`config.mk`:
```
export PLATFORM = sky130hd
export DESIGN_NAME = reg_file_rv32i
export DESIGN_NICKNAME = d
export VERILOG_FILES = /design/src/rtl/reg_file_rv32i.sv
export SDC_FILE = /design/constraint.sdc
export NUM_CORES = 2
export LEC_CHECK = 0
export BUFFER_PORTS_ARGS = -buffer_cell sky130_fd_sc_hd__clkbuf_2
export CAP_MARGIN = 30
export CORE_MARGIN = 5
export CORE_UTILIZATION = 55
export DETAILED_ROUTE_END_ITERATION = 10
export HOLD_SLACK_MARGIN = 0.1
export PLACE_DENSITY = 0.72
export REMOVE_ABC_BUFFERS = 1
export SYNTH_ARGS = -nofsm -noshare
export SYNTH_HDL_FRONTEND = slang
export SYNTH_SLANG_ARGS = --single-unit
```
`constraint.sdc`:
```
create_clock -name clk -period 8.2 [get_ports clk]
set_input_delay 1.64 -clock clk [delete_from_list [all_inputs] [get_ports clk]]
set_output_delay 1.64 -clock clk [all_outputs]
set_load 0.005 [all_outputs]
```
`src/rtl/reg_file_rv32i.sv`:
```
// RV32I integer register file: one write port, two registered read ports with write bypass, comb debug port.
// Operand reads land one cycle after reg_r_op; no stalls, every request is accepted.
module reg_file_rv32i #(
  parameter int XLEN      = 32,
  parameter int REG_COUNT = 32
) (
  input  logic            clk,
  input  logic            rst_n,
  input  logic            reg_w_op,
  input  logic [4:0]      reg_w_reg_idx,
  input  logic [XLEN-1:0] reg_w_reg_val,
  input  logic            reg_r_op,
  input  logic [4:0]      reg_rs1,
  input  logic [4:0]      reg_rs2,
  output logic [XLEN-1:0] reg_rs1_val,
  output logic [XLEN-1:0] reg_rs2_val,
  output logic            reg_r_valid,
  input  logic [4:0]      dbg_idx,
  output logic [XLEN-1:0] dbg_val
);

  logic [XLEN-1:0] r_regs [REG_COUNT];
  logic [XLEN-1:0] r_rs1_val;
  logic [XLEN-1:0] r_rs2_val;
  logic            r_r_valid;
  logic [XLEN-1:0] w_rs1_nxt;
  logic [XLEN-1:0] w_rs2_nxt;
  logic [XLEN-1:0] w_dbg_val;
  logic            w_wr_en;

  // Writes to x0 or beyond the implemented register count are dropped.
  assign w_wr_en = reg_w_op && (reg_w_reg_idx != 5'd0) && (int'(reg_w_reg_idx) < REG_COUNT);

  always_ff @(posedge clk or negedge rst_n) begin
    if (!rst_n) begin
      for (int i = 0; i < REG_COUNT; i++) begin
        r_regs[i] <= '0;
      end
    end else if (w_wr_en) begin
      r_regs[reg_w_reg_idx] <= reg_w_reg_val;
    end
  end

  // Operand source select: x0 first, then same-cycle write bypass, then storage.
  always_comb begin
    w_rs1_nxt = '0;
    if (reg_rs1 != 5'd0) begin
      if (reg_w_op && (reg_w_reg_idx == reg_rs1)) begin
        w_rs1_nxt = reg_w_reg_val;
      end else if (int'(reg_rs1) < REG_COUNT) begin
        w_rs1_nxt = r_regs[reg_rs1];
      end
    end
  end

  always_comb begin
    w_rs2_nxt = '0;
    if (reg_rs2 != 5'd0) begin
      if (reg_w_op && (reg_w_reg_idx == reg_rs2)) begin
        w_rs2_nxt = reg_w_reg_val;
      end else if (int'(reg_rs2) < REG_COUNT) begin
        w_rs2_nxt = r_regs[reg_rs2];
      end
    end
  end

  always_ff @(posedge clk or negedge rst_n) begin
    if (!rst_n) begin
      r_rs1_val <= '0;
      r_rs2_val <= '0;
      r_r_valid <= 1'b0;
    end else begin
      r_r_valid <= reg_r_op;
      if (reg_r_op) begin
        r_rs1_val <= w_rs1_nxt;
        r_rs2_val <= w_rs2_nxt;
      end
    end
  end

  // Debug view shows committed state only; no bypass.
  always_comb begin
    w_dbg_val = '0;
    if ((dbg_idx != 5'd0) && (int'(dbg_idx) < REG_COUNT)) begin
      w_dbg_val = r_regs[dbg_idx];
    end
  end

  assign reg_rs1_val = r_rs1_val;
  assign reg_rs2_val = r_rs2_val;
  assign reg_r_valid = r_r_valid;
  assign dbg_val     = w_dbg_val;

endmodule

```
Yosys cells after proc, flatten, opt, wreduce, memory -nomap -nowiden
Cells that the tools add are included.
{"block": "word_totals", "rom_bits": 0, "latchBits": 0, "inputBits": 56, "elab_cells": 71, "ram_bits": 0, "ff_bits": 1089, "n_memories": 0}
{"block": "classes", "magnitude_cmp": 5, "div": 0, "n_reduce_logical": 8, "shifts": 0, "addsub": 0, "bitwise": 4, "eq_ne": 2, "n_mul": 0, "n_mux": 17}
{"operator": "$bwmux 1024", "count": 1}
{"operator": "$bmux 32 s5", "count": 3}
{"operator": "$mux 32", "count": 12}
{"operator": "$demux 32 s5", "count": 1}
{"operator": "$ge 6x6->1 const B", "count": 4}
{"operator": "$not 5->6", "count": 4}
{"operator": "$reduce_bool 5->1", "count": 4}
{"operator": "$eq 5x5->1", "count": 2}
{"operator": "$lt 6x1->1 const B", "count": 1}
{"operator": "$logic_and 1x1->1", "count": 4}

Depth between registers and ports, before layout
{"block": "logic_depth", "ltp_word": 6, "depth_mapped": 9, "ltp_nobuf": 5}

Least setup slack after synthesis
Ideal clock, no wire load.
{"block": "synth_path", "path_type": "input to output", "startpoint": "input dbg_idx[1]", "endpoint": "output dbg_val[10]", "arrival_ns": 3.328, "cell_stages": 7, "path_buffers": 3, "required_ns": 6.560, "setup_slack_ns": 3.232, "path_cell_list": "clkbuf_1 > clkbuf_1 > buf_1 > mux4_2 > mux4_2 > nand2_1 > o21ai_1"}
{"block": "synth_via", "elab_chain_len": 5}
{"item": "start: declaration", "line": "18", "rtl": "input logic [4:0] dbg_idx,"}
{"item": "$not 5->6 (implied by the code)", "line": "85", "rtl": "w_dbg_val = r_regs[dbg_idx];"}
{"item": "$bmux 32 s5", "line": "85"}
{"item": "$mux 32 (implied by the code) (2 in a row)", "line": "85"}
{"item": "$mux 32 *", "line": "84", "rtl": "if ((dbg_idx != 5'd0) && (int'(dbg_idx) < REG_COUNT)) begin"}
{"item": "end: declaration", "line": "19", "rtl": "output logic [XLEN-1:0] dbg_val"}
Every way passes the cells marked *; elsewhere a longest branch is shown, timed or not. The select of a mux whose other input is x is not followed.

Worst setup path after layout
{"block": "layout_path", "startpoint": "input dbg_idx[1]", "endpoint": "output dbg_val[20]"}
The elaborated chain is that of the path after synthesis.

==> reports/results.tsv <==
metric	value	unit
relative slew slack	24.7	%
FF-to-FF Start	r_regs[512]	
Crit. End Element	output pin	
Syn Area/Cell	14.8	um^2
vias in the first global route	45597	
crit path kind	in2out	
post-route setup slack	2300	ps
cell taking the most area after synthesis	dfrtp_1	
Arrival @ worst endpoint	4260	ps
Num Clock Sinks	1089	
Internal	0.0120	W
Slew Limit Fails	0	
Max Cap Viol	0	
largest net degree at the start of global routing	168	
dpl hpwl	122000	um
Final Hold Viols	0	
Max clock buf depth	3	
Max Clock Freq	169	MHz
# DRC	0	
hold buffer count at CTS	0	
share of Yosys cell area claimed by the top area cell type	42.2	%
worst-path maximum fanout	99	
Final Cycle Share	72.0	%
sequential share of power	44.0	%
DR WL/cell	37.4	um
Sw Pwr	0.00499	W
nets	4269	
Synth async-reset ratio	100	%
primary flip-flop cell chosen by synthesis mapping	dfrtp_1	
Pre-antenna DRT Iters	6	
number of routed nets with antenna violations	0	
Final Core Density	60.5	%
Routed Wire Length	218000	um
Filler cells	8699	
Reg-to-Reg End	reg_rs2_val[0]	
die height	353	um
register area share after synthesis	42.2	%
GP Congestion	0.854	
layout cells sized above 1	50.9	%
initial antenna violation count	5	
post-synthesis cell count	4364	
core area	117000	um^2
first-pass GRT wire length	320000	um
Worst Hold End	r_regs[1008]	
switching share of total power	29.4	%
Tot Pwr	0.0170	W
crit path time final	5900	ps
LEAKAGE	29.9	nW
number of synthesized register bits	1089	
I/O pin count	153	
number of port buffers	152	
total setup buffers inserted after CTS	0	
Rows	125	
reg2reg setup slack	6220	ps
Unique masters post-synth	41	
via count	45055	
total CTS buffers	116	
Via density	7.71	
Clock power frac	33.1	%
WHS	418	ps
status	completed	
die area	124000	um^2
final-report setup violation count	0	
RSZ-0062 raised after global routing	false	
Ys Warns	0	
Synth area leaders	dfrtp_1, mux4_2, mux2_2	
clk slew on worst S/H paths	60	ps
Post-CTS Resized	0	
most frequent cells after synthesis	dfrtp_1, mux2_2, mux4_2	
Hold Crit Class	reg2reg	
Syn Std Cell Area	64600	um^2
pre-CTS setup slack	2270	ps
TritonCTS clock tree	yes	
critical path startpoint category	primary input	
critical path required time	6560	ps
total power per unit cell area	241	nW/um^2
setup_tns	0	ps
area grow syn2layout	9.12	%
Worst Reg-to-Reg Cells	5	
initial detailed-routing violation count	6499	
Combinational Power Share	22.9	%
Peak VDD IR	0.224	mV
htree depth	3	
hold path start	r_regs[1008]	
die width	353	um
Worst Clk Skew	21.2	ps
leading cell type by number of instances after synthesis	dfrtp_1	
Post-synth EDFFs	0	
worst slew pin tran	1130	ps
Initial Util	55.5	%
hold depth	0	
clk_lat worst skew	730	ps
overall fraction of global-route tracks in use	34.7	%
clk root buf	clkbuf_16	
global route total overflow	0	
layout by cell type, fill, tap and decap left out, types with 33 or more instances in the layout:
master and count:
nand2_1 67, clkbuf_2 137, a221oi_1 160, o21ai_1 64
o21ai_0 33, a21oi_1 65, dfrtp_1 1089, mux2_2 984
buf_4 82, inv_1 34, clkbuf_16 116, a22oi_1 160
mux4_2 704, mux2i_1 256
critical path, cell delays in order:
cell      delay (ps)
buf_8            610
buf_12           440
mux4_2           350
mux4_2           480
nand2_1           90
o21ai_1          180
clkbuf_2         200
registers in the layout, indices dropped and copies added (netlist names):
name / count
r_regs: 1024
reg_rs2_val: 32
reg_r_valid: 1
reg_rs1_val: 32
power by group through the flow:
stage | clock network [W] | logic, W | registers (W)
2_1_floorplan | 0 | 0.00272 | 0.00710
3_3_place_gp | 0 | 0.00373 | 0.00744
3_5_place_dp | 0 | 0.00384 | 0.00749
4_1_cts | 0.00568 | 0.00386 | 0.00741
5_1_grt | 0.00589 | 0.00414 | 0.00758
6_report | 0.00563 | 0.00389 | 0.00748
final cells by class:
class                      count  area, um^2  share of cell area [%]
antenna                        3        7.51                  0.0106
sequential                  1089       27300                    38.6
inverter                      37         139                   0.197
timing repair buffer         257        1980                    2.80
tap                         1524        1910                    2.70
clock inverter                54         721                    1.02
multi-input combinational   2712       35200                    49.9
clock buffer                 164        3350                    4.75
through the flow:
stage          area (um^2)  instances
6_report             70500       5840
5_1_grt              70500       5838
4_1_cts              70500       5834
3_5_place_dp         66400       5616
3_3_place_gp         66200       5607
2_1_floorplan        62200       3838
cell families (layout without fill, tap and decap cells):
logic type	count (synthesis)	in the layout	share of synthesized area [%]
mux	1952	1952	45.8
flops	1089	1089	42.2
compound gates	582	582	6.76
buf+inv	563	512	3.92
simple gates	169	169	1.25
xor+xnor	9	9	0.122
other cells	0	3	0
how the worst max path moves through the flow:
stage | slack, ps | end | cells past startpoint | start
after floorplan | 2130 | dbg_val[0] | 2 | dbg_idx[0]
after global placement | 2320 | dbg_val[31] | 7 | dbg_idx[0]
after detailed placement | 2270 | dbg_val[22] | 7 | dbg_idx[0]
after CTS | 2280 | dbg_val[8] | 7 | dbg_idx[0]
after global routing | 2130 | dbg_val[8] | 7 | dbg_idx[0]
final | 2300 | dbg_val[20] | 7 | dbg_idx[1]
metal layers:
metal,vias to the layer above,track usage [%],part of all wire [%]
met5,-,0,0.0064
met4,2,16.3,5.5
met3,755,10.8,13
met2,3348,52.1,45
met1,23731,46.8,37
li1,17219,-,-
No activity file was read; power rests on OpenSTA's default activity.
